$ cat src/rtl/h264_drain.sv
// rtl/h264_drain.sv - drains the H.264 encoder output buffer onto a valid/ready word stream
// Optional H264_DRAIN_CNT_EN macro enables the delivered-word counter on words_total.
module h264_drain (
   input  logic        clk,
   input  logic        rst,
   input  logic        h264_reset,
   input  logic        drain_en,
   input  logic [7:0]  drain_threshold,
   input  logic        flush,
   input  logic [31:0] h264_buf_cnt,
   input  logic [31:0] h264_out,
   output logic [7:0]  h264_addr,
   output logic        h264_buf_clear,
   output logic        enc_hold,
   output logic        m_valid,
   output logic [31:0] m_data,
   output logic        m_last,
   input  logic        m_ready,
   output logic        busy,
   output logic [31:0] words_total
);

   localparam logic [2:0] IDLE   = 3'd0;
   localparam logic [2:0] SETTLE = 3'd1;
   localparam logic [2:0] READ   = 3'd2;
   localparam logic [2:0] WAIT   = 3'd3;
   localparam logic [2:0] SEND   = 3'd4;
   localparam logic [2:0] CLEAR  = 3'd5;

   logic [2:0] state;
   logic [1:0] settle_cnt;
   logic [8:0] ptr;
   logic [8:0] n_words;
   logic       flush_pend;
   logic       soft_clr;
   logic [7:0] thr_eff;
   logic       trigger;
   logic [8:0] ptr_inc;
   logic       last_hs;

   assign soft_clr = rst | h264_reset;
   // A zero threshold would fire on an empty buffer, so treat it as one.
   assign thr_eff  = (drain_threshold == 8'd0) ? 8'd1 : drain_threshold;
   assign trigger  = drain_en &&
                     ((h264_buf_cnt >= {24'd0, thr_eff}) ||
                      (flush_pend && (h264_buf_cnt != 32'd0)));
   assign ptr_inc  = ptr + 9'd1;
   assign last_hs  = (state == SEND) && m_ready && !(ptr_inc < n_words);

   always_ff @(posedge clk) begin
      if (soft_clr) begin
         state      <= IDLE;
         settle_cnt <= 2'd0;
         ptr        <= 9'd0;
         n_words    <= 9'd0;
         m_data     <= 32'd0;
         flush_pend <= 1'b0;
      end else begin
         case (state)
            IDLE: begin
               if (trigger) begin
                  state      <= SETTLE;
                  settle_cnt <= 2'd0;
               end
            end
            SETTLE: begin
               settle_cnt <= settle_cnt + 2'd1;
               if (settle_cnt == 2'd3) begin
                  n_words <= (h264_buf_cnt > 32'd256) ? 9'd256 : h264_buf_cnt[8:0];
                  ptr     <= 9'd0;
                  state   <= READ;
               end
            end
            READ:  state <= WAIT;
            WAIT: begin
               m_data <= h264_out;
               state  <= SEND;
            end
            SEND: begin
               if (m_ready) begin
                  ptr   <= ptr_inc;
                  state <= (ptr_inc < n_words) ? READ : CLEAR;
               end
            end
            CLEAR:   state <= IDLE;
            default: state <= IDLE;
         endcase

         // A flush landing on the final handshake survives, so leftover words drain next.
         if (flush)
            flush_pend <= 1'b1;
         else if (last_hs || ((state == IDLE) && (h264_buf_cnt == 32'd0)))
            flush_pend <= 1'b0;
      end
   end

   assign h264_addr      = ptr[7:0];
   assign h264_buf_clear = (state == CLEAR);
   assign enc_hold       = (state != IDLE);
   assign busy           = (state != IDLE);
   assign m_valid        = (state == SEND);
   assign m_last         = (state == SEND) && (ptr == n_words - 9'd1);

`ifdef H264_DRAIN_CNT_EN
   // Only the hard reset clears the running total; the soft reset leaves it alone.
   always_ff @(posedge clk) begin
      if (rst)
         words_total <= 32'd0;
      else if (m_valid && m_ready)
         words_total <= words_total + 32'd1;
   end
`else
   assign words_total = 32'd0;
`endif

endmodule

$ cat config.mk
export PLATFORM = sky130hd
export DESIGN_NAME = h264_drain
export DESIGN_NICKNAME = d
export VERILOG_FILES = /design/src/rtl/h264_drain.sv
export SDC_FILE = /design/constraint.sdc
export NUM_CORES = 1
export LEC_CHECK = 0
export CAP_MARGIN = 15
export CORE_MARGIN = 4
export CORE_UTILIZATION = 45
export DETAILED_ROUTE_END_ITERATION = 8
export DONT_BUFFER_PORTS = 1
export PLACE_DENSITY = 0.61
export SLEW_MARGIN = 25
export SYNTH_ARGS = -nofsm -noshare
export SYNTH_HDL_FRONTEND = slang
export SYNTH_SLANG_ARGS = --single-unit
export TNS_END_PERCENT = 50
$ cat constraint.sdc
create_clock -name clk -period 2.35 [get_ports clk]
set_clock_uncertainty 0.05 [all_clocks]
set_input_delay 0.5875 -clock clk [delete_from_list [all_inputs] [get_ports clk]]
set_output_delay 0.5875 -clock clk [all_outputs]
set_load 0.01 [all_outputs]
==> out/results.ini <==
[clocking]
clockRootBuffer=clkbuf_8
cts-htree-levels=2
cts_setup_buffers=0
clk_latency_ns=0.31
cts_buffer_depth=2
cts_made_buffers=5
cts_sinks=56
cts_tree=built
clk_pin_slew_ns=0.11

[critical_path]
crit_path_start=n_words[1]
regToRegSetupSlack_ns=0.03
startpoint_type=register
cp-end-kind=output port
cp.arrival_ns=2.06
cp-endpoint=m_last
slowest_stage=or4_1
critical_path.cell_chain=inv_2 > ha_4 > and2_4 > nor4b_4 > a31oi_1 > or4_1 > a211oi_2
cpPeakStageDelay_ns=0.54
crit_path_max_fanout=4
r2r.worst_path.cells=10
path_depth=7
critical_path_class=reg2out
crit_required_ns=1.71
rr_startpoint=ptr[1]
r2r-end=state[0]
cpLargestDelayFamily=simple AND/OR/NAND/NOR gates
path_buf_inv=1

[die]
pin_count=155
rows=31
start_util_pct=46.9
die_h_um=95.4
fp.coreArea_sq_mm=0.00733
die_x_um=95.4
dieArea_sq_mm=0.00910

[sta]
worstMarginPinSlew_ns=0.620
final.setup.worst_slack_ns=-0.343
hold_viol_final=0
slew_violations=0
post-route-min-period_ns=2.69
grt_setup_unrepaired=true
fmax_mhz=371
min_period_over_period_pct=115
setup_violations=1
timing.hold.ws_ns=0.306
maxSlewHeadroom_pct=57.6

[pwr]
p_total_uw=1630
swShare_pct=26.0
internal_power_uw=1210
p_clk_share_pct=34.7
power_density_mw_per_mm2=440
power.share.sequential_pct=58.5
p_leak_uw=0.00139
p_sw_uw=423
peakVddDrop_v=0.000240
combPwrFrac_pct=6.7

[final_layout]
antennaDiodeCount=0
final_core_utilization_pct=50.5
final_cells=549
drive_gt1_share_pct=16.0
syn_to_final_growth_pct=7.79
nNetsFinal=547

[global_route]
grt_pass1_wl_um=12700
grt_max_degree=54
use_met1_pct=22.5
grtUsageMet3_pct=4.58
first_global_vias=2678
grt_busiest_layer=met2
grt_usage_pct=17.4
antenna_found_initial=0
overflow=0
use_met2_pct=28.6

[place]
port-buffer-count=0
gp_congestion=0.858
dp_slack_ns=-0.213
hpwl_um=6240
place_inst=541

[synthesis]
synth_cell_types=52
netlist_area_sq_mm=0.00344
synth.top_cell.area_share_pct=32.6
ys_ff_latch=56
synth_ff_type=dfxtp_1
yosys_warnings=0
ys_seq_area_share_pct=32.6
synthArstFlopShare_pct=0
syn_area_per_cell_sq_um=7.84
synth_edf_count=0
synthTopCellsByArea=dfxtp_1 (33%), buf_4 (9.6%), nand2_1 (8.7%)
yosys.area.top_type=dfxtp_1
syn_inst=438

[detailed_routing]
wl_per_cell_um=14.5
drt-total-wl_um=7950
drtIter0Drc=100
dr.pass1.iters=4
vias=2902
routed_via_density=5.29
drc=0
ant_nets=0

[status]
status=finished, violations left
violations=setup timing

[run]
drv_cap=0

[worst_hold_path]
holdCritPathClass=in2reg

==> worst min path at each step <==
stage	from	endpoint	slack (ns)	cells after the start
4_1_cts	m_ready	state[2]	0.30	1
3_5_place_dp	settle_cnt[1]	settle_cnt[1]	0.44	2
5_1_grt	m_ready	state[2]	0.30	1
2_1_floorplan	settle_cnt[1]	settle_cnt[1]	0.41	2
3_3_place_gp	m_data[8]	m_data[8]	0.44	2
6_report	m_ready	state[2]	0.31	1
==> cell usage in the layout, fill, tap and decap left out, drive strengths merged, types with 2 or more instances in the layout <==
cell type and count:
nor2 26, nor3b 4, a2111oi 2, xor2 3
nor2b 5, clkbuf 5, nor3 9, xnor2 16
a211oi 3, dfxtp 56, a22oi 11, and3 4
and2 5, buf 36, nor4 10, nand4 5
conb 32, a31oi 3, o21ai 10, nand3 6
a211o 3, nand2 81, or3 4, inv 21
a21oi 50, ha 20, o2111ai 2, or2 2
==> per-stage QoR <==
step	cell area [sq um]	setup TNS [ns]
3_5_place_dp	3570	-0.466
3_3_place_gp	3570	-0.255
6_report	3700	-0.343
2_1_floorplan	3580	0
5_1_grt	3700	-0.739
4_1_cts	3670	-0.350
==> layer usage <==
| metal | up-vias | part of all wire [%] |
|---|---|---|
| met5 | - | 0 |
| met4 | 0 | 1.3 |
| met3 | 9 | 7.8 |
| met2 | 82 | 48 |
| met1 | 1360 | 43 |
| li1 | 1451 | - |
==> power groups by stage <==
stage,clock network [uW],registers [uW],logic [uW]
2_1_floorplan,0,975,130
3_3_place_gp,0,976,107
3_5_place_dp,0,976,109
4_1_cts,588,955,109
5_1_grt,620,955,126
6_report,566,954,110
==> what timing repair did <==
| action | in CTS | in global routing |
|---|---|---|
| hold buffers | 0 | 0 |
| setup endpoints to repair | 5 | 5 |
| endpoints found under the hold margin | 0 | 0 |
| pin swaps | 1 | 0 |
| resized for setup | 3 | 6 |
==> area by class of cell <==
class                   instances  area, sq um
clock buffers                   5         68.8
clock inverters                 3         27.5
fillers                       729         3630
inverters                      20         75.1
multi-input cells             330         2000
flip-flops and latches         56         1130
well taps                      99          124
repair buffers                 36          283
==> cell families (layout without fill, tap and decap cells) <==
family | after synthesis | after routing | share of synthesized area, %
other | 1 | 32 | 0.109
adder cells (fa/ha/maj) | 20 | 20 | 7.28
AND/OR/NAND/NOR | 167 | 167 | 23.9
AO/OA/AOI/OAI | 92 | 92 | 16.8
flip-flops | 56 | 56 | 32.6
XOR/XNOR | 19 | 19 | 5.06
buffers and inverters | 83 | 64 | 14.2
==> cells in the mapped netlist (all sizes together) (5+ instances only) <==
master	instances
a21oi	50
a22oi	11
and2	5
buf	49
clkbuf	14
dfxtp	56
ha	20
inv	20
nand2	81
nand3	6
nand4	5
nor2	26
nor2b	5
nor3	9
nor4	10
o21ai	10
xnor2	16
==> flip-flops by register name (all words and copies together), names as in the netlist <==
signal      cells
ptr             9
m_data         32
state           3
flush_pend      1
settle_cnt      2
n_words         9
Power figures use the tool's default switching activity.
==> edit, RTL diff (config.mk and constraints unchanged) <==
Add an input register stage for `drain_threshold`, without a reset; this delays it by one clock. The other inputs are not delayed to match.
--- a/src/rtl/h264_drain.sv
+++ b/src/rtl/h264_drain.sv
@@ -27,6 +27,12 @@
    localparam logic [2:0] SEND   = 3'd4;
    localparam logic [2:0] CLEAR  = 3'd5;
 
+   logic [7:0] drain_threshold_q;
+
+   always_ff @(posedge clk) begin
+      drain_threshold_q <= drain_threshold;
+   end
+
    logic [2:0] state;
    logic [1:0] settle_cnt;
    logic [8:0] ptr;
@@ -40,7 +46,7 @@
 
    assign soft_clr = rst | h264_reset;
    // A zero threshold would fire on an empty buffer, so treat it as one.
-   assign thr_eff  = (drain_threshold == 8'd0) ? 8'd1 : drain_threshold;
+   assign thr_eff  = (drain_threshold_q == 8'd0) ? 8'd1 : drain_threshold_q;
    assign trigger  = drain_en &&
                      ((h264_buf_cnt >= {24'd0, thr_eff}) ||
                       (flush_pend && (h264_buf_cnt != 32'd0)));
Function: changed (a bounded check fails within 4 cycles, from zero or initial values).
==> edit against the unedited design <==
First-iteration DRC count fell by 13%. Design area grew 11%. Sequential cell count up 8. Power increased by 43%. Area after synthesis up 4.7%. Worst setup slack improved by 0.071 ns. Routed wire length is 7.6% higher. Utilization up 2.2 points. Highest routed layer unchanged. Non-clock buffer count shrank 1. The flow still finishes with violations (negative setup slack). Die area rose by 4.3%. Sequential power is 15% higher. Sequential share of layout area grew 1.1 points.
==> edit: results (changes against the unedited design) <==
- Routed Wire Length: 8.557 mm (+7.6%)
- PnR worst setup slack: -0.2718 ns (+0.07139 ns)
- Cell count after synthesis: 446 (+1.8%)
- Global Route met1 Usage: 20.43% (-2.0 points)
- Metal-1 WL: 3.691 mm (+9.2%)
- Met3 WL: 753 um (+21%)
- HPWL Detailed: 6.425 mm (+2.9%)
- Vias in the first global route: 2849 (+6.4%)
- Num CTS Buffers: 9 (+4)
- Crit path max-delay family: simple AND/OR/NAND/NOR gates
- Crit path max fanout: 3 (-1)
- Htree depth: 3 (+1)
- Status: finished, violations left
- Leakage: 0.001618 uW (+16%)
- Area contributors post-synth: dfxtp_1 36%, buf_4 8.6%, nand2_1 8.0%
- Worst Tran Pin Value: 0.6929 ns (+0.07254 ns)
- Global Route Usage Sum: 17.25% (-0.12 points)
- Pre-CTS setup slack: -0.2442 ns (-0.03123 ns)
- Sequential area share after synthesis: 35.63% (+3.0 points)
- Failing checks: negative setup slack
- Via count: 2940 (+1.3%)
- Routability cong.: 0.8427 (-1.8%)
- Synth Flop Type: dfxtp_1
- DR iter-0 viols: 87 (-13%)
- CTS clk-pin slew, worst paths: 0.08 ns (-0.03 ns)
- Post-Layout Cell Count: 567 (+3.3%)
- Worst path slowest cell: dfxtp_4
- Nets: 558 (+2.0%)
- Top Metal Used: met4
- CP arrival: 2.80 ns (+0.74 ns)
- Global-route wire length before repair: 13.56 mm (+7.1%)
- Post-synth top cells: 77 x nand2_1, 64 x dfxtp_1, 45 x a21oi_1, 41 x buf_4, 34 x nor2_1
- CP max stage delay: 0.37 ns (-0.17 ns)
- Final count of negative-setup-slack endpoints: 3 (+2)
- Largest net degree at the start of global routing: 34 (-37%)
- Synth unique cells: 54 (+3.8%)
- Placed Cells: 548 (+1.3%)
- Hold Path Class: in -> reg
- Met2 Wirelength: 3.981 mm (+3.5%)
- Internal power: 1815 uW (+50%)
- Setup TNS Final: -0.4500 ns (-0.1068 ns)
- Max Root-Sink Buffers: 2 (unchanged)
- Drt pass-1 iters: 7 (+3)
- Placed Area: 0.003736 mm^2 (+4.6%)
- M3 GR Usage: 6.676% (+2.1 points)
- Worst skew pair latency: 0.33 ns (+0.02 ns)
- Peak VDD IR: 0.0005248 V (+120%)
- Root buffer cell: clkbuf_8
- M2 GR Usage: 28.68% (+0.11 points)
- Share of cells above drive strength 1: 17.85% (+1.8 points)
-- edit: cell types whose count changed after synthesis, moves of 4 or more --
| cell | unedited run | this run |
|---|---|---|
| a21oi_1 | 50 | 45 |
| dfxtp_1 | 56 | 64 |
| nand3_1 | 6 | 10 |
| nor2_1 | 26 | 34 |
| xnor2_1 | 15 | 11 |
| xor2_1 | 3 | 8 |
-- edit: timing repair --
| action | 4_1_cts | 5_1_grt |
|---|---|---|
| pin swaps | 7 | 7 |
| setup buffers | 3 | 1 |
| setup endpoints to repair | 3 | 6 |
| resized for setup | 8 | 10 |
-- edit: cells by family (layout without fill, tap and decap cells) --
family                   Yosys count  count (layout)  share of synthesized area [%]
AO/OA/AOI/OAI                     88              88                          15.83
XOR/XNOR                          20              20                          5.254
adder cells (fa/ha/maj)           20              20                          6.959
buffers and inverters             85              73                          13.60
flip-flops                        64              64                          35.63
multiplexers                       2               2                         0.5567
other                              1              32                         0.1043
AND/OR/NAND/NOR                  166             166                          22.06
-- edit: power by group through the flow --
stage	combinational [uW]	clock, uW	sequential [uW]
floorplan	129	0	1120
global placement	103	0	1120
detailed placement	106	0	1120
CTS	107	1150	1100
global route	126	1210	1100
finish	112	1130	1100
-- edit: cell type report --
type                            count  area, um^2
Fill cell                         728        3669
Multi-Input combinational cell    328        2081
Sequential cell                    64        1292
Timing Repair Buffer               35       275.3
Clock buffer                       12       166.4
Tap cell                          102       127.6
Inverter                           22       82.58
Clock inverter                      4       73.82
-- edit: worst paths after layout --
kind | start | end | slack [ns] | depth (start not counted)
setup / recovery | ptr[1] | state[1] | -0.27 | 10
hold / removal | drain_threshold[1] | drain_threshold_q[1] | 0.23 | 0
setup reg to reg | ptr[1] | state[1] | -0.27 | 10
hold reg to reg | settle_cnt[0] | settle_cnt[0] | 0.44 | 2
